--- src/rtl/vga_scanout.sv ---
// 160x120 frame-buffer scanout: reads video RAM in raster order, upscales each
// pixel to a 4x4 block and drives a 640x480 @ 60 Hz VGA DAC from the 50 MHz clock.
module vga_scanout #(
    parameter int H_FP   = 16,
    parameter int H_SYNC = 96,
    parameter int H_BP   = 48,
    parameter int V_FP   = 10,
    parameter int V_SYNC = 2,
    parameter int V_BP   = 33
) (
    input  logic        CLOCK_50,
    input  logic        reset_n,
    output logic [14:0] mem_addr,
    input  logic [2:0]  mem_q,
    output logic        VGA_CLK,
    output logic        VGA_HS,
    output logic        VGA_VS,
    output logic        VGA_BLANK_N,
    output logic        VGA_SYNC_N,
    output logic [9:0]  VGA_R,
    output logic [9:0]  VGA_G,
    output logic [9:0]  VGA_B,
    output logic        in_vblank,
    output logic        frame_start
);

    localparam logic [9:0] H_VIS     = 10'd640;
    localparam logic [9:0] V_VIS     = 10'd480;
    localparam logic [9:0] H_LAST    = 10'(640 + H_FP + H_SYNC + H_BP - 1);
    localparam logic [9:0] V_LAST    = 10'(480 + V_FP + V_SYNC + V_BP - 1);
    localparam logic [9:0] HS_FIRST  = 10'(640 + H_FP);
    localparam logic [9:0] HS_LAST   = 10'(640 + H_FP + H_SYNC - 1);
    localparam logic [9:0] VS_FIRST  = 10'(480 + V_FP);
    localparam logic [9:0] VS_LAST   = 10'(480 + V_FP + V_SYNC - 1);

    // y*160 + x as shift-and-add; 119*160 + 159 = 19199 fits in 15 bits
    function automatic logic [14:0] pix_addr(input logic [6:0] y, input logic [7:0] x);
        logic [14:0] yw;
        yw = {8'd0, y};
        return (yw << 7) + (yw << 5) + {7'd0, x};
    endfunction

    function automatic logic [9:0] expand(input logic bit_i, input logic vis_i);
        return (bit_i && vis_i) ? 10'h3FF : 10'h000;
    endfunction

    logic        phase_q;
    logic [9:0]  h_cnt_q, h_cnt_d;
    logic [9:0]  v_cnt_q, v_cnt_d;
    logic        pix_en;
    logic        visible, hs_win, vs_win;
    logic [14:0] mem_addr_q;
    logic        vis_p1_q, hs_p1_q, vs_p1_q;
    logic        hs_n_p2_q, vs_n_p2_q, blank_n_p2_q;
    logic [9:0]  r_p2_q, g_p2_q, b_p2_q;

    assign pix_en  = phase_q;
    assign visible = (h_cnt_q < H_VIS) && (v_cnt_q < V_VIS);
    assign hs_win  = (h_cnt_q >= HS_FIRST) && (h_cnt_q <= HS_LAST);
    assign vs_win  = (v_cnt_q >= VS_FIRST) && (v_cnt_q <= VS_LAST);

    always_comb begin
        h_cnt_d = h_cnt_q;
        v_cnt_d = v_cnt_q;
        if (pix_en) begin
            if (h_cnt_q == H_LAST) begin
                h_cnt_d = '0;
                v_cnt_d = (v_cnt_q == V_LAST) ? 10'd0 : v_cnt_q + 10'd1;
            end else begin
                h_cnt_d = h_cnt_q + 10'd1;
            end
        end
    end

    always_ff @(posedge CLOCK_50 or negedge reset_n) begin
        if (!reset_n) begin
            phase_q      <= 1'b0;
            h_cnt_q      <= '0;
            v_cnt_q      <= '0;
            mem_addr_q   <= '0;
            vis_p1_q     <= 1'b0;
            hs_p1_q      <= 1'b0;
            vs_p1_q      <= 1'b0;
            hs_n_p2_q    <= 1'b1;
            vs_n_p2_q    <= 1'b1;
            blank_n_p2_q <= 1'b0;
            r_p2_q       <= '0;
            g_p2_q       <= '0;
            b_p2_q       <= '0;
        end else begin
            phase_q <= ~phase_q;
            h_cnt_q <= h_cnt_d;
            v_cnt_q <= v_cnt_d;
            if (pix_en) begin
                // stage 1: issue RAM read, delay timing flags to match
                if (visible) begin
                    mem_addr_q <= pix_addr(v_cnt_q[8:2], h_cnt_q[9:2]);
                end
                vis_p1_q <= visible;
                hs_p1_q  <= hs_win;
                vs_p1_q  <= vs_win;
                // stage 2: RAM data has had two clock edges to settle
                hs_n_p2_q    <= ~hs_p1_q;
                vs_n_p2_q    <= ~vs_p1_q;
                blank_n_p2_q <= vis_p1_q;
                r_p2_q       <= expand(mem_q[2], vis_p1_q);
                g_p2_q       <= expand(mem_q[1], vis_p1_q);
                b_p2_q       <= expand(mem_q[0], vis_p1_q);
            end
        end
    end

    assign mem_addr    = mem_addr_q;
    assign VGA_CLK     = phase_q;
    assign VGA_HS      = hs_n_p2_q;
    assign VGA_VS      = vs_n_p2_q;
    assign VGA_BLANK_N = blank_n_p2_q;
    assign VGA_SYNC_N  = 1'b1;
    assign VGA_R       = r_p2_q;
    assign VGA_G       = g_p2_q;
    assign VGA_B       = b_p2_q;
    assign in_vblank   = (v_cnt_q >= V_VIS);
    assign frame_start = pix_en && (h_cnt_q == 10'd0) && (v_cnt_q == V_VIS);

endmodule
--- config.mk ---
export PLATFORM = sky130hd
export DESIGN_NAME = vga_scanout
export DESIGN_NICKNAME = d
export VERILOG_FILES = /design/src/rtl/vga_scanout.sv
export SDC_FILE = /design/constraint.sdc
export NUM_CORES = 1
export LEC_CHECK = 0
export CAP_MARGIN = 0
export CELL_PAD_IN_SITES_DETAIL_PLACEMENT = 1
export CELL_PAD_IN_SITES_GLOBAL_PLACEMENT = 1
export CORE_UTILIZATION = 36
export CTS_CLUSTER_DIAMETER = 80
export DETAILED_ROUTE_END_ITERATION = 8
export PLACE_DENSITY = 0.81
export SLEW_MARGIN = 0
export SYNTH_ARGS = -nofsm -noshare
export SYNTH_HDL_FRONTEND = slang
export SYNTH_SLANG_ARGS = --single-unit
--- constraint.sdc ---
create_clock -name CLOCK_50 -period 2.36 [get_ports CLOCK_50]
set_clock_uncertainty 0.1 [all_clocks]
set_input_delay 0.708 -clock CLOCK_50 [delete_from_list [all_inputs] [get_ports CLOCK_50]]
set_output_delay 0.708 -clock CLOCK_50 [all_outputs]
set_load 0.01 [all_outputs]
Word level (Yosys, flattened, before mapping)
Index checks and enable logic that the tools add are counted.
{"block": "classes", "n_addsub": 4, "magnitude_cmp": 7, "eq_ne": 3, "n_mux": 5, "bitwise": 3, "n_reduce_logical": 11}
{"operator": "10-bit two-way mux", "count": 5}
{"operator": "10-bit by 1-bit adder with 10-bit output, second input constant", "count": 2}
{"operator": "10-bit equality test, second input constant", "count": 2}
{"operator": "10-bit by 9-bit greater-or-equal comparator with 1-bit output, second input constant", "count": 2}
{"operator": "14-bit by 12-bit adder with 15-bit output", "count": 1}
{"operator": "15-bit by 8-bit adder with 15-bit output", "count": 1}
{"operator": "10-bit by 9-bit equality test with 1-bit output, second input constant", "count": 1}
{"operator": "10-bit greater-or-equal comparator, second input constant", "count": 1}
{"operator": "10-bit less-or-equal comparator, second input constant", "count": 1}
{"operator": "10-bit by 9-bit less-or-equal comparator with 1-bit output, second input constant", "count": 1}
{"operator": "10-bit logical NOT", "count": 1}
{"operator": "10-bit < comparator, second input constant", "count": 1}
{"operator": "10-bit by 9-bit < comparator with 1-bit output, second input constant", "count": 1}
{"operator": "1-bit logical AND", "count": 8}
{"operator": "2-bit AND reduction", "count": 2}
{"operator": "1-bit NOT", "count": 3}
{"block": "word_totals", "reg_bits": 72, "in_bits": 5, "output_inout_bits": 52, "word_cells": 46}

Longest topological paths before layout
Gate-level depths: netlist of run 1.
{"block": "depth", "ltp_word": 3, "depth_mapped": 9, "mapped_depth_nobuf": 8}

Worst setup path before layout of run 1
Ideal clock, no wire load.
{"block": "synth_timing", "kind": "reg-to-reg", "start": "register v_cnt_q[4]", "end": "register mem_addr_q[12] (netlist: mem_addr[12])", "setup_time_ns": 0.095, "arrival_ns": 2.257, "t_required_ns": 2.165, "slack_ns": -0.092, "path_stages_with_launch": 9, "path_buffers": 0, "period_less_slack_ns": 2.452, "cell_sequence": "dfrtp_1 inv_1 fa_1 inv_1 fa_1 a211oi_1 o21ai_0 and3_1 o31ai_1"}
{"block": "synth_via", "elab_chain_cells": 3, "elab_cells_between_ends": 5, "classes_between": "2 x add/sub; 1 x order compare; 2 x reduce/logical"}
{"item": "from (decl)", "line": "49", "rtl": "logic [9:0] v_cnt_q, v_cnt_d;"}
{"item": "from (signal assigned)", "line": "93", "rtl": "v_cnt_q <= v_cnt_d;"}
{"item": "parallel branches: the longest is 3 deep, another holds 14-bit by 12-bit adder with 15-bit output"}
{"item": "to (signal assigned)", "line": "97", "rtl": "mem_addr_q <= pix_addr(v_cnt_q[8:2], h_cnt_q[9:2]);"}
{"item": "to (decl)", "line": "52", "rtl": "logic [14:0] mem_addr_q;"}
Parallel ways; which one is timed is not known.
A chain may end at the register's enable or synchronous reset.

Worst setup path in the final report of run 1
{"block": "layout_timing", "start": "register v_cnt_q[2]", "end": "output port frame_start"}
{"block": "layout_via", "elab_chain_cells": 2}
{"item": "10-bit by 9-bit equality test with 1-bit output", "line": "123", "rtl": "assign frame_start = pix_en && (h_cnt_q == 10'd0) && (v_cnt_q == V_VIS);"}
{"item": "1-bit logical AND", "line": "123"}
{"item": "to (decl)", "line": "24", "rtl": "output logic frame_start"}
No other way between the ends.

==> run metrics, run 1 <==
CP top delay family simple AND/OR/NAND/NOR gates; r2r worst-path depth 9; crit path launch type flip-flop; largest family of logic cells by synthesized area simple AND/OR/NAND/NOR gates; CTS Buf Count 5; cell with the most instances after synthesis dfrtp_1; maximum capacitance violations 0; fraction of layout cells with a size suffix above 1 between 20% and 30%; worst r2r src v_cnt_q[2]$_DFFE_PN0P_; post-synthesis adder-cell area fraction under 10%; asr flop ratio synth 100%; average routed wire per standard cell about 16 um; Final Cycle Share 102%; Fin Setup TNS -0.0504 ns; EDFF count, synth 0; maximum clock rate around 410 MHz; Int Power between 1000 and 1500 uW; Syn Nets ~290; Mapped Cells 262; Critical Path Stages 4; number of remaining DRC errors 0; Hold-fix buffers, CTS 0; Overflow after GRT 0; DRT antenna net count 0; Worst IR Drop VDD around 0.23 mV; Slew Limit Fails 0; Critical Path Max Stage Delay 0.56 ns; layout overhead on the synthesized area 31.2%; final setup vio count 1; CTS root buf clkbuf_8; largest net degree at the start of global routing 29; Vias 2167; Cell Pwr Density ~390 nW/um^2; area of the multi-input gates approximately 1300 um^2; status complete, but fails checks; final count of hold timing violations 0; slowest stage cell, crit path or4_4; Die Height between 80 and 90 um; post-DP HPWL just under 5 mm; Clock power frac 35.7%; Sw Pwr approximately 320 uW; Worst setup startpoint v_cnt_q[2]$_DFFE_PN0P_; Switching Fraction 23.9%; Synth area leaders dfrtp_1 40%, buf_4 8.4%, ha_1 8.4%; Crit Path Category flip-flop to primary output; first-pass GRT wire length between 10 and 15 mm; Critical Path AT between 1.5 and 2 ns; drt first pass iters 4; post-layout minimum cycle time 2.41 ns; leading area contributor after synthesis dfrtp_1; failing checks setup timing; Mapped Area ~2700 um^2; simple-gate share of the synthesized area around 16%; DRT iter0 DRCs 76; Initial Utilization approximately 37%; flop-to-flop setup slack 0.04 ns; fin nets roughly 350; Post-synth top cells 43 x dfrtp_1, 30 x buf_4, 18 x ha_1, 18 x o21ai_0, 17 x inv_1; type of destination of the critical path primary output; required time of the critical path 1.55 ns; PortBufs 55; syn_area_per_cell around 10 um^2; post-synthesis sequential area ratio between 40% and 50%; gp weighted congestion slightly above 0.8; CTS tree built; vias in the first global route 2202; antenna fix cells 0; LEAKAGE around 0.0016 uW; Reg power frac a little under three fifths; Max Buffers Root-to-Sink 2; Total Routing Usage GR 18.2%; H-tree Lvls 2; setup ws final -0.0504 ns; clk sinks between 40 and 50; worst path bufs/invs 2; compound-cell area share of the yosys netlist about a tenth; Synth cell types 49; Crit Path Max Fanout 2; initial antenna violation count 0; reg2reg end mem_addr[12]$_DFFE_PN0P_; fillers ~840; Most used DFF post-synth dfrtp_1; Final Power between 1000 and 1500 uW; yosys warns 0; Via density 5.11; post-synthesis sequential element count 45; post-synthesis mux area share 5.40%; WL final 6.61 mm; Yosys top cell area share between 40% and 50%; Post-Synth XOR/XNOR Area roughly 4.6%; Core Area between 7000 and 8000 um^2; num rows 31; Logic pwr share 6.9%; clock-pin slew on the worst setup and hold paths around 0.090 ns; CP cell instances buf_4 > or4_4 > nor2_2 > buf_2; Sequential Area about 1100 um^2; worst-skew pair later-pin latency about 0.30 ns; HP Class input pin to async pin; RSZ-0062 raised after global routing yes; # IOs 57; die width between 80 and 90 um; Total Die Area 7820 um^2
repair_timing:
item	CTS	global route
pin swaps	6	9
buffers inserted	3	0
endpoints found under the setup margin	7	5
resized for setup	12	9
registers in the layout, summed over array words and instances, names as in the netlist:
name	flops
VGA_HS	1
VGA_BLANK_N	1
VGA_B	1
v_cnt_q	10
VGA_VS	1
vs_p1_q	1
h_cnt_q	10
VGA_CLK	1
vis_p1_q	1
VGA_G	1
VGA_R	1
hs_p1_q	1
mem_addr	15
how the worst max path moves through the flow:
stage,slack (ns),to
final,-0.05,frame_start
after global routing,-0.13,frame_start
after CTS,-0.06,frame_start
after detailed placement,-0.14,frame_start
after global placement,-0.12,frame_start
after floorplan,0.008,mem_addr[12]$_DFFE_PN0P_
worst reg2reg max path, stage by stage (launching register included):
cell	delay [ns]
dfrtp_1	0.36
buf_4	0.11
inv_1	0.04
fa_1	0.52
inv_2	0.07
fa_2	0.39
a211oi_2	0.21
o21ai_2	0.09
and3_4	0.19
o31ai_2	0.16
power groups by stage:
stage / clock [uW] / combinational [uW] / sequential, uW
floorplan: 0 / 50.8 / 796
global placement: 0 / 93.9 / 794
detailed placement: 0 / 96.8 / 795
CTS: 501 / 96.8 / 780
global route: 538 / 104 / 781
finish: 485 / 94.4 / 779
kinds of logic after synthesis:
group | after synthesis
adders and majority gates | 20
other | 1
xor gates and xnor gates | 14
AOI/OAI and AO/OA | 46
buffers and inverters | 51
and+or+nand+nor | 72
DFF | 45
muxes | 13
routing by layer:
| metal | up-vias | wire length (um) | GRT usage, % |
|---|---|---|---|
| met5 | - | 0 | 0 |
| met4 | 0 | 115 | 5.72 |
| met3 | 13 | 330 | 3.36 |
| met2 | 68 | 3250 | 31.9 |
| met1 | 1068 | 2920 | 22.7 |
| li1 | 1018 | - | - |
cells in the final DEF, fill, tap and decap left out, drive strengths merged, types with 4 or more instances in the layout:
master,instances
dfrtp,43
xnor2,10
a22o,4
mux2,12
clkdlybuf4s50,52
clkbuf,6
nand2,15
nand3,9
o21ai,19
inv,17
buf,36
nand4,8
xor2,4
nor2,10
ha,18
a21oi,7
layout make-up:
type	count	share of cell area, %
clock buffer	6	2.06
clock inverter	2	0.426
inverter	17	1.81
multi-input combinational	166	37.2
sequential	45	32.0
tap	99	3.51
timing repair buffer	89	23.0
through the flow:
step                      cell area (um^2)  instances  utilization [%]  setup WS [ns]  hold slack, ns
after global placement                3360        413             46.4         -0.120           0.362
after detailed placement              3360        413             46.4         -0.142           0.373
after floorplan                       2690        262                -        0.00760           0.312
final                                 3530        424             48.6        -0.0504           0.244
after global routing                  3530        424             48.6         -0.134           0.271
after CTS                             3500        424             48.2        -0.0628           0.257
(Power assumes the default switching activity.)
==> run 2, diff against run 1 <==
--- a/config.mk
+++ b/config.mk
@@ -11,7 +11,9 @@
 export CORE_UTILIZATION = 36
 export CTS_CLUSTER_DIAMETER = 80
 export DETAILED_ROUTE_END_ITERATION = 8
+export GPL_ROUTABILITY_DRIVEN = 0
 export PLACE_DENSITY = 0.81
+export SKIP_LAST_GASP = 1
 export SLEW_MARGIN = 0
 export SYNTH_ARGS = -nofsm -noshare
 export SYNTH_HDL_FRONTEND = slang
==> constraint.sdc (replaced) <==
create_clock -name CLOCK_50 -period 2.2 [get_ports CLOCK_50]
set_clock_uncertainty 0.1 [all_clocks]
set_input_delay 0.66 -clock CLOCK_50 [delete_from_list [all_inputs] [get_ports CLOCK_50]]
set_output_delay 0.66 -clock CLOCK_50 [all_outputs]
set_load 0.01 [all_outputs]
==> run 2 against run 1 <==
  * Critical endpoint is now mem_addr[10]$_DFFE_PN0P_
  * Sequential share of layout area shrank 1.3 points
  * Largest cell class unchanged
  * Largest power group unchanged
  * Routed wire length is 11% higher
  * Worst hold slack lost 0.039 ns
  * The flow still finishes with violations (setup timing)
  * Die area did not move
  * Non-clock buffer count grew 14
  * Critical path type is now flip-flop to flip-flop
  * Power rose by 7.1%
  * Combinational power is 9% higher
  * Utilization rose by 2.3 points
  * Final cell count rose by 3.3%
  * Setup slack worse by 0.21 ns
==> run metrics, run 2 (synthesis gave the netlist of run 1 again) <==
type of destination of the critical path flip-flop; reg2reg end mem_addr[10]$_DFFE_PN0P_; Via density 5.10 (-0.16%); maximum clock rate between 400 and 500 MHz; number of flip-flops in the largest register 15 (unchanged); area of the multi-input gates 1340 um^2 (+2.0%); HP Class input pin to async pin; LEAKAGE 0.00171 uW (+5.9%); DRT antenna net count 0 (unchanged); Slew Limit Fails 0 (unchanged); vias in the first global route 2231 (+1.3%); CTS tree built; setup ws final -0.259 ns (-0.208 ns); drt first pass iters 4 (unchanged); layout overhead on the synthesized area 37.3%; final setup vio count 9 (+8); Sw Pwr 348 uW (+7.1%); H-tree Lvls 2 (unchanged); most common cell after layout, fill and taps aside clkdlybuf4s50_1; antenna fix cells 0 (unchanged); crit path launch type flip-flop; Clock power frac 35.4% (-0.3 points); worst hold margin 0.206 ns (-0.0388 ns); Hold-fix buffers, CTS 0 (unchanged); placed inst area 3390 um^2 (+0.74%); maximum capacitance violations 0 (unchanged); final count of hold timing violations 0 (unchanged); status complete, but fails checks; Sequential Area 1130 um^2 (+0.33%); number of remaining DRC errors 0 (unchanged); Cell Pwr Density 394 nW/um^2 (+2.4%); fin nets 363 (+4.0%); WL final 7.36 mm (+11%); required time of the critical path 2.29 ns (+0.74 ns); worst r2r src v_cnt_q[4]$_DFFE_PN0P_; worst-skew pair later-pin latency 0.30 ns (about the same); most frequent cells in the layout 51 x clkdlybuf4s50_1, 40 x buf_4, 39 x dfrtp_1; Initial Utilization 37.1% (unchanged); clk sinks 45 (unchanged); failing checks setup timing; final core occ 50.9% (+2.3 points); die width 88.4 um (unchanged); first-pass GRT wire length 11.5 mm (+5.7%); fraction of layout cells with a size suffix above 1 28.6% (+5.2 points); Core Area 7250 um^2 (unchanged); clock-pin slew on the worst setup and hold paths 0.09 ns (about the same); Crit Path Max Fanout 2 (unchanged); M1 GR Usage 23.8% (+1.1 points); flop-to-flop setup slack -0.26 ns (-0.30 ns); r2r worst-path depth 10 (+1); PortBufs 55 (unchanged); CTS Buf Count 5 (unchanged); num rows 31 (unchanged); DRT iter0 DRCs 83 (+9.2%); Total Routing Usage GR 19.5% (+1.3 points); RSZ-0062 raised after global routing yes; Critical Path AT 2.55 ns (+0.95 ns); met3 usage 3.17% (-0.19 points); Switching Fraction 23.9% (about the same); Logic pwr share 7.1% (+0.2 points); Die Height 88.4 um (unchanged); fillers 800 (-4.9%); met2 usage 35.4% (+3.5 points); post-layout minimum cycle time around 2.5 ns; Int Power 1110 uW (+7.1%); Total Die Area 7820 um^2 (unchanged); largest net degree at the start of global routing 25 (-14%); # IOs 57 (unchanged); Reg power frac 57.5% (+0.2 points); Final Cycle Share 112%; most used routing layer met2; Overflow after GRT 0 (unchanged); Max Buffers Root-to-Sink 2 (unchanged); CTS root buf clkbuf_8; pre-CTS setup slack -0.242 ns (-0.100 ns); CP endpoint mem_addr[10]$_DFFE_PN0P_; Fin Setup TNS -1.04 ns (-0.989 ns); Worst IR Drop VDD 0.202 mV (-12%); initial antenna violation count 0 (unchanged); Vias 2235 (+3.1%); Crit Path Category flip-flop to flip-flop; Worst setup startpoint v_cnt_q[4]$_DFFE_PN0P_; average routed wire per standard cell 16.8 um (+7.8%); post-route cell area 3690 um^2 (+4.6%); post-DP HPWL 5.06 mm (+3.1%)
[run 2: changes by cell type in the layout (fill, tap and decap cells not counted), sizes merged]
| cell | before | now |
|---|---|---|
| clkbuf | 6 | 7 |
| clkinvlp | 2 | 0 |
| clkinv | 0 | 2 |
| clkdlybuf4s50 | 52 | 51 |
| buf | 36 | 50 |
[run 2: how the worst min path moves through the flow]
stage               slack (ns)                  endpoint  depth (start not counted)
CTS                       0.22         VGA_CLK$_DFF_PN0_                          1
global placement          0.36   mem_addr[8]$_DFFE_PN0P_                          2
global route              0.23    v_cnt_q[1]$_DFFE_PN0P_                          1
finish                    0.21         VGA_CLK$_DFF_PN0_                          1
detailed placement        0.37  mem_addr[12]$_DFFE_PN0P_                          2
floorplan                 0.26   VGA_BLANK_N$_DFFE_PN0P_                          0
[run 2: layer usage]
metal / routed length [um] / share of wire [%] / vias up
met4: 122 / 1.7 / 0
met1: 3110 / 42 / 1111
met5: 0 / 0 / -
met2: 3800 / 52 / 75
li1: - / - / 1039
met3: 336 / 4.6 / 10
[run 2: cell type report]
| type | count | area share [%] |
|---|---|---|
| clock inverter | 2 | 0.271 |
| tap | 99 | 3.36 |
| inverter | 17 | 1.93 |
| timing repair buffer | 103 | 25.5 |
| clock buffer | 6 | 1.97 |
| sequential | 45 | 30.7 |
| multi-input combinational | 166 | 36.2 |
[run 2: stage by stage]
stage / power, uW / instances
global placement: 954 / 415
finish: 1460 / 438
floorplan: 908 / 262
CTS: 1480 / 428
global route: 1510 / 438
detailed placement: 959 / 415
[run 2: worst max-delay path, cell delays in order, from the launching register on]
cell	delay, ns
dfrtp_2	0.38
buf_6	0.10
inv_1	0.06
fa_1	0.52
inv_2	0.05
fa_2	0.39
buf_6	0.14
a21o_1	0.17
a21oi_2	0.19
xor2_1	0.16
o21ai_1	0.09
[run 2: power groups by stage]
| stage | combinational (uW) | clock, uW | sequential, uW |
|---|---|---|---|
| 6_report | 103 | 516 | 837 |
| 5_1_grt | 113 | 561 | 838 |
| 4_1_cts | 106 | 532 | 837 |
| 3_5_place_dp | 106 | 0 | 853 |
| 3_3_place_gp | 102 | 0 | 852 |
| 2_1_floorplan | 54.5 | 0 | 854 |
[run 2: timing repair]
action	4_1_cts	5_1_grt
hold endpoints to repair	0	0
gates resized for setup	21	22
endpoints found under the setup margin	13	33
pin swaps	8	14
cloned	0	0
setup buffers	5	10
==> run 3, diff against run 2 <==
--- a/config.mk
+++ b/config.mk
@@ -9,10 +9,11 @@
 export CELL_PAD_IN_SITES_DETAIL_PLACEMENT = 1
 export CELL_PAD_IN_SITES_GLOBAL_PLACEMENT = 1
 export CORE_UTILIZATION = 36
+export CTS_BUF_LIST = sky130_fd_sc_hd__clkbuf_16
 export CTS_CLUSTER_DIAMETER = 80
 export DETAILED_ROUTE_END_ITERATION = 8
 export GPL_ROUTABILITY_DRIVEN = 0
-export PLACE_DENSITY = 0.81
+export PLACE_DENSITY = 0.75
 export SKIP_LAST_GASP = 1
 export SLEW_MARGIN = 0
 export SYNTH_ARGS = -nofsm -noshare
==> run 3 against run 2 <==
  * The run still ends with setup timing left
  * Die area unchanged
  * Sequential share of layout area decreased by 1.1 points
  * Via count decreased by 1.2%
  * Clock-buffer cell count decreased by 1
  * Combinational power about the same
  * Register-to-register slack improved by 0.13 ns
  * Final cell count decreased by 0.46%
  * Sequential cell count unchanged
==> run metrics, run 3 (synthesis gave the netlist of run 1 again) <==
failing checks setup timing; Overflow after GRT 0 (unchanged); maximum capacitance violations 0 (unchanged); Critical Path Max Stage Delay 0.51 ns (about the same); Int Power 1420 uW (+28%); Sw Pwr 369 uW (+6.0%); clock-pin slew on the worst setup and hold paths 0.06 ns (-0.03 ns); WL final 7.75 mm (+5.3%); Via density 5.07 (-0.71%); Sequential Area 1130 um^2 (+0.11%); layout overhead on the synthesized area 42.6%; Die Height 88.4 um (unchanged); HP Class input pin to async pin; type of destination of the critical path flip-flop; pre-CTS setup slack -0.230 ns (+0.0118 ns); Crit Path Category flip-flop to flip-flop; num rows 31 (unchanged); fraction of layout cells with a size suffix above 1 30.9% (+2.2 points); setup ws final -0.133 ns (+0.126 ns); RSZ-0062 raised after global routing yes; average routed wire per standard cell 17.8 um (+5.8%); Crit Path Max Fanout 3 (+1); final setup vio count 7 (-2); Slew Limit Fails 0 (unchanged); area of the multi-input gates 1390 um^2 (+3.9%); Max Buffers Root-to-Sink 2 (unchanged); vias in the first global route 2225 (-0.27%); Final Cycle Share 106% (-5.7 points); CP top delay family adder cells; Reg power frac 46.8% (-11 points); most frequent cells in the layout 52 x clkdlybuf4s50_1, 40 x buf_4, 38 x dfrtp_1; final count of hold timing violations 0 (unchanged); CP cell instances buf_6 > inv_4 > fa_1 > inv_2 > fa_2 > a211oi_2 > o21ai_2 > and3_1 > o31ai_1; DRT antenna net count 0 (unchanged); antenna fix cells 0 (unchanged); worst slew pin tran approximately 0.53 ns; Logic pwr share 5.7% (-1.4 points); first-pass GRT wire length 11.6 mm (+1.5%); Cell Pwr Density 467 nW/um^2 (+18%); Switching Fraction 20.6% (-3.3 points); Core Area 7250 um^2 (unchanged); CTS tree built; Critical Path AT 2.43 ns (-0.12 ns); flop-to-flop setup slack -0.13 ns (+0.13 ns); reg2reg end mem_addr[12]$_DFFE_PN0P_; Total Routing Usage GR 19.9% (+0.33 points); Worst IR Drop VDD 0.305 mV (+51%); fin nets 361 (-0.55%); worst-skew pair later-pin latency 0.29 ns (about the same); required time of the critical path 2.30 ns (about the same); # IOs 57 (unchanged); drt first pass iters 4 (unchanged); post-layout minimum cycle time 2.33 ns (-0.126 ns); Initial Utilization 37.1% (unchanged); clk sinks 45 (unchanged); PortBufs 55 (unchanged); die width 88.4 um (unchanged); maximum clock rate 429 MHz (+5.4%); number of flip-flops in the largest register 15 (unchanged); worst r2r src v_cnt_q[2]$_DFFE_PN0P_; headroom to the max-slew limit between 60 and 70%; fillers 793 (-0.88%); Clock power frac 47.5% (+12 points); Hold-fix buffers, CTS 0 (unchanged); Fin Setup TNS -0.442 ns (+0.598 ns); Vias 2209 (-1.2%); placed inst area 3380 um^2 (-0.22%); Total Die Area 7820 um^2 (unchanged); post-route cell area 3830 um^2 (+3.9%); worst path bufs/invs 3 (-1); CTS Buf Count 5 (unchanged); initial antenna violation count 0 (unchanged); status complete, but fails checks; crit path launch type flip-flop; r2r worst-path depth 9 (-1); most common cell after layout, fill and taps aside clkdlybuf4s50_1; CTS root buf clkbuf_16; number of remaining DRC errors 0 (unchanged); LEAKAGE 0.00175 uW (+2.4%); largest net degree at the start of global routing 26 (+4.0%); H-tree Lvls 2 (unchanged); slowest stage cell, crit path fa_1; post-DP HPWL 4.85 mm (-4.1%); DRT iter0 DRCs 76 (-8.4%)
## run 3: changes by cell type in the layout (fill, tap and decap cells not counted), moves of 2 or more
cell / previous run / this run
ha_1: 16 / 12
clkbuf_8: 5 / 0
clkinv_2: 2 / 0
buf_6: 6 / 3
inv_4: 1 / 3
ha_4: 2 / 5
clkbuf_16: 0 / 5
## run 3: worst max path at each step
stage                                       from                       end  slack [ns]  depth (start not counted)
after floorplan           h_cnt_q[9]$_DFFE_PN0P_  mem_addr[12]$_DFFE_PN0P_       -0.03                          9
after global placement    v_cnt_q[8]$_DFFE_PN0P_               frame_start       -0.20                          4
after detailed placement  h_cnt_q[0]$_DFFE_PN0P_               frame_start       -0.23                          6
after CTS                 v_cnt_q[2]$_DFFE_PN0P_               frame_start       -0.12                          4
after global routing      v_cnt_q[2]$_DFFE_PN0P_  mem_addr[12]$_DFFE_PN0P_       -0.23                          9
final                     v_cnt_q[2]$_DFFE_PN0P_  mem_addr[12]$_DFFE_PN0P_       -0.13                          9
## run 3: through the flow
stage	hold slack, ns	power, uW	util, %	instances
after floorplan	0.264	908	-	262
after global placement	0.364	954	46.6	414
after detailed placement	0.374	957	46.6	414
after CTS	0.264	1810	51.5	430
after global routing	0.292	1850	52.9	436
final	0.248	1790	52.9	436
## run 3: layer usage
layer	share of wire, %	global-route usage (%)	up-vias
met5	0	0	-
met4	2.0	7.48	0
met3	4.9	3.64	13
met2	50	34.8	83
met1	43	24.3	1071
li1	-	-	1042
## run 3: final cells by class
cell class,instances,area share [%]
Multi-Input combinational cell,166,36.3
Clock inverter,3,1.11
Clock buffer,5,3.26
Tap cell,99,3.23
Timing Repair Buffer,101,24.7
Sequential cell,45,29.6
Inverter,17,1.86
## run 3: power by group through the flow
stage | Clock (uW) | Combinational (uW) | Sequential [uW]
6_report | 850 | 102 | 838
5_1_grt | 897 | 110 | 839
4_1_cts | 872 | 104 | 837
3_5_place_dp | 0 | 104 | 853
3_3_place_gp | 0 | 102 | 852
2_1_floorplan | 0 | 54.5 | 854
## run 3: timing repair
item	CTS	global route
gates cloned	1	0
pin swaps	10	8
gates resized for setup	27	19
endpoints found under the setup margin	9	35
buffers inserted	7	6
==> patch 1, RTL diff (flow settings as in run 2) <==
Make the reset (`reset_n`) synchronous in one clocked block.
--- a/src/rtl/vga_scanout.sv
+++ b/src/rtl/vga_scanout.sv
@@ -72,7 +72,7 @@
         end
     end
 
-    always_ff @(posedge CLOCK_50 or negedge reset_n) begin
+    always_ff @(posedge CLOCK_50) begin
         if (!reset_n) begin
             phase_q      <= 1'b0;
             h_cnt_q      <= '0;
Function: differs if reset_n is asserted again (counterexample within 4 cycles, from zero or initial values and one cycle with reset_n low); with reset_n held inactive, the same outputs for 10 cycles.
==> patch 1 against run 2 <==
- the run still ends with setup timing left
- wire length is 6.3% higher
- setup slack worse by 130 ps
- global-route usage grew 0.24 points
- final cell count grew 6.8%
- power rose by 4.7%
- highest routed layer unchanged
- largest power group unchanged
- area after synthesis shrank 1.8%
- count of clock-buffer cells in the layout is 1 lower
- sequential cell count did not move
- cell area decreased by 1.0%
==> patch 1: results (changes against run 2) <==
outcome:
  outcome: "finished with violations"
  failed_checks: "setup timing"
worst_setup_path:
  cp_top_family: "simple AND/OR/NAND/NOR gates"
  cpPeakStageDelay_ps: 470  # -50 ps
  crit_start: "h_cnt_q[0]"
  r2r_cells: 9  # -1
  reg2reg_slack_ps: -240  # +20 ps
  worstPathArrival_ps: 1820  # -730 ps
  r2r_start: "v_cnt_q[4]"
clock_network:
  post_cts_resized: 25  # +19%
global_routing:
  use_met1_pct: 21.9  # -1.8 points
  gr-usage-met3_pct: 3.30  # +0.13 points
  grt_pass1_vias: 2389  # +7.1%
  grt_pass1_wl_mm: 11.6  # +0.96%
  met2_usage_pct: 37.4  # +2.0 points
logic_synthesis:
  seq_area_frac_synth_pct: 34.1  # -7.8 points
  synthDistinctLibCells: 45  # -8.2%
  synth_area_leaders: "dfxtp_1 (34%), buf_4 (8.5%), ha_1 (8.5%)"
  synth_async_sr_flop_share_pct: 0  # -100 points
  yosys.area_share.adder_pct: 10.0  # +0.18 points
  synth-compound-area-share_pct: 11.4  # +0.81 points
  yosys.area_share.xor_xnor_pct: 6.64  # +2.1 points
  syn-num-nets: 330  # +15%
  synth_cells: 305  # +16%
place:
  dp_cells: 453  # +9.2%
  dpl.hpwl_mm: 5.21  # +3.0%
route:
  met1_length_mm: 3.29  # +6.0%
  drt_iter0_markers: 100  # +20%
  wl_met3_um: 320  # -4.8%
layout:
  final_layout_size_suffix_gt1_share_pct: 27.4  # -1.2 points
  final_nets: 396  # +9.1%
timing:
  setup_violations: 6  # -3
  setup_tns_ps: -1380  # -344 ps
  fin_ws_ps: -385  # -126 ps
hold_path:
  hold_path.class: "flop to flop"
patch 1: changes by cell type in the layout (fill, tap and decap cells not counted), moves of 7 or more:
cell,change
inv_1,-10
mux2_2,-11
dfxtp_1,+34
dfrtp_1,-39
dfxtp_2,+9
nand2_1,+25
a21boi_0,+12
nor2_1,+10
o21ai_0,-7
patch 1: power breakdown:
part | leakage, nW | total [mW] | switching (mW) | internal [mW]
Clock | 0.0407 | 0.540 | 0.316 | 0.224
Sequential | 0.369 | 0.834 | 0.0107 | 0.823
Combinational | 1.00 | 0.150 | 0.0733 | 0.0769
patch 1: layout make-up:
type | instances | area, um^2
well taps | 96 | 120
fillers | 802 | 3290
multi-input cells | 209 | 1580
clock buffers | 5 | 68.8
inverters | 9 | 33.8
repair buffers | 101 | 912
clock inverters | 3 | 21.3
flip-flops and latches | 45 | 920
patch 1: final timing paths:
kind                       end
hold / removal     mem_addr[9]
setup / recovery   frame_start
hold reg to reg    mem_addr[9]
setup reg to reg  mem_addr[14]
==> patch 2, RTL diff (flow settings as in run 2) <==
Made on the original files. `H_FP`: 16 -> 8.
--- a/src/rtl/vga_scanout.sv
+++ b/src/rtl/vga_scanout.sv
@@ -1,7 +1,7 @@
 // 160x120 frame-buffer scanout: reads video RAM in raster order, upscales each
 // pixel to a 4x4 block and drives a 640x480 @ 60 Hz VGA DAC from the 50 MHz clock.
 module vga_scanout #(
-    parameter int H_FP   = 16,
+    parameter int H_FP   = 8,
     parameter int H_SYNC = 96,
     parameter int H_BP   = 48,
     parameter int V_FP   = 10,
Function: no difference found for any inputs over 10 cycles, from zero or initial values and one cycle with reset_n low; that may be too few to reach the edited logic, so the function may still have changed.
==> patch 2 against run 2 <==
- the flow still finishes with violations (setup timing)
- area after synthesis rose by 2.7%
- sequential cell count did not move
- power rose by 16%
- combinational power fell by 4%
- wire length rose by 9.4%
- setup slack got worse by 250 ps
- synthesized cell count rose by 10%
- cell area rose by 2.7%
- largest cell class unchanged
- largest power group unchanged
==> patch 2: results (changes against run 2) <==
global_routing:
  grt.total_usage_pct: 20.7  # +1.1 points
  grt_max_degree: 46  # +84%
  grt_pass1_wl_mm: 12.2  # +6.5%
  met2_usage_pct: 36.8  # +1.4 points
  use_met1_pct: 25.4  # +1.6 points
  grt_pass1_vias: 2426  # +8.7%
  gr-usage-met3_pct: 2.12  # -1.0 points
route:
  finalWirelength_mm: 8.06  # +9.4%
  drt_iter0_markers: 133  # +60%
  via_per_inst: 5.15  # +0.88%
layout:
  inverters: 22  # +5
  final-clk-cell-share_pct: 3.53  # +1.3 points
  final_nets: 385  # +6.1%
  area_share_nonclk_buffers_pct: 23.8  # -1.7 points
  multi_input_area_mm2: 0.00141  # +5.5%
  nFillCells: 826  # +3.3%
  final_core_util_pct: 51.7  # +0.81 points
  num-nonclk-buffers: 101  # -1.9%
  final.clkbuf_count: 5  # -1
  final_layout_size_suffix_gt1_share_pct: 26.9  # -1.7 points
  instances_no_fill: 460  # +5.0%
  multi_input_cells: 185  # +11%
place:
  dpl.hpwl_mm: 5.21  # +2.9%
  dp_cells: 445  # +7.2%
  place_ws_ps: -553  # -311 ps
  postPlaceCellArea_mm2: 0.00349  # +3.0%
logic_synthesis:
  seq_area_frac_synth_pct: 40.9  # -1.1 points
  synth_async_sr_flop_share_pct: 100  # unchanged
  synth_commonest_cells: "dfrtp_1 (43), nand2_1 (36), buf_4 (28), inv_1 (22), ha_1 (18)"
  synthDistinctLibCells: 55  # +12%
  synth_cells: 289  # +10%
  synth_area_leaders: "dfrtp_1 (39%), ha_1 (8.2%), buf_4 (7.6%)"
  syn-num-nets: 314  # +9.4%
power_and_ir_drop:
  leakagePower_nw: 1.77  # +3.5%
  ir_drop_mv: 0.220  # +8.9%
outcome:
  failed_checks: "setup timing"
  outcome: "finished with violations"
worst_setup_path:
  crit_end: "frame_start"
  crit_start: "h_cnt_q[7]"
  r2r_cells: 8  # -2
  r2r-end: "mem_addr[14]"
  worstPathArrival_ps: 1950  # -600 ps
  reg2reg_slack_ps: -280  # -20 ps
die:
  fp.dieW_um: 89.6  # +1.3%
timing:
  setup_tns_ps: -1380  # -343 ps
  fin_ws_ps: -508  # -249 ps
  setup_violations: 7  # -2
  slew-limit-headroom_pct: 61.2
clock_network:
  clockBufferDepth: 2  # unchanged
  root_buffer: "clkbuf_8"
==> patch 2: cell types whose count changed after synthesis, moves of 4 or more <==
cell      before  now
nand2_1       15   36
inv_1         17   22
xnor2_1       10    5
nor3_1         2    7
mux2_2        12    3
a22o_1         4    0
nand3_1        9   14
clkbuf_1       2    6
==> patch 2: logic make-up (layout without fill, tap and decap cells) <==
logic type | after synthesis | after routing | share of synthesized area, %
AOI/OAI and AO/OA | 54 | 54 | 13.1
xor gates and xnor gates | 11 | 11 | 3.49
adders and majority gates | 20 | 20 | 9.61
buffers and inverters | 59 | 131 | 12.6
DFF | 45 | 45 | 40.9
muxes | 4 | 4 | 1.59
other | 1 | 1 | 0.136
and+or+nand+nor | 95 | 95 | 18.6
==> patch 2: report_power, final <==
part,total (mW),internal (mW),switching [mW]
clock,0.756,0.451,0.305
combinational,0.0990,0.0542,0.0448
sequential,0.837,0.830,0.00742
total,1.69,1.34,0.357
==> patch 2: how the worst min path moves through the flow <==
stage | start | to | slack [ps] | cells after the start
after floorplan | reset_n | VGA_BLANK_N | 260 | 0
after global placement | mem_addr[6] | mem_addr[6] | 360 | 2
after detailed placement | mem_addr[6] | mem_addr[6] | 360 | 2
after CTS | reset_n | h_cnt_q[7] | 340 | 2
after global routing | reset_n | mem_addr[12] | 360 | 2
final | reset_n | mem_addr[12] | 310 | 2
==> patch 2: timing repair <==
item,in CTS,in global routing
setup endpoints to repair,31,9
buffers inserted,4,4
resized for setup,25,12
pin swaps,7,12
==> patch 2: routing by layer <==
layer	vias up	part of all wire (%)	routed length, um
met4	0	2.4	191
met2	46	53	4260
met5	-	0	0
met1	1189	43	3420
met3	13	2.3	183
li1	1120	-	-
==> patch 2: worst max-delay path, stage by stage (launching register included) <==
cell,delay (ps)
dfrtp_1,390
or4_4,520
or4_4,450
nor3_4,130
buf_2,150
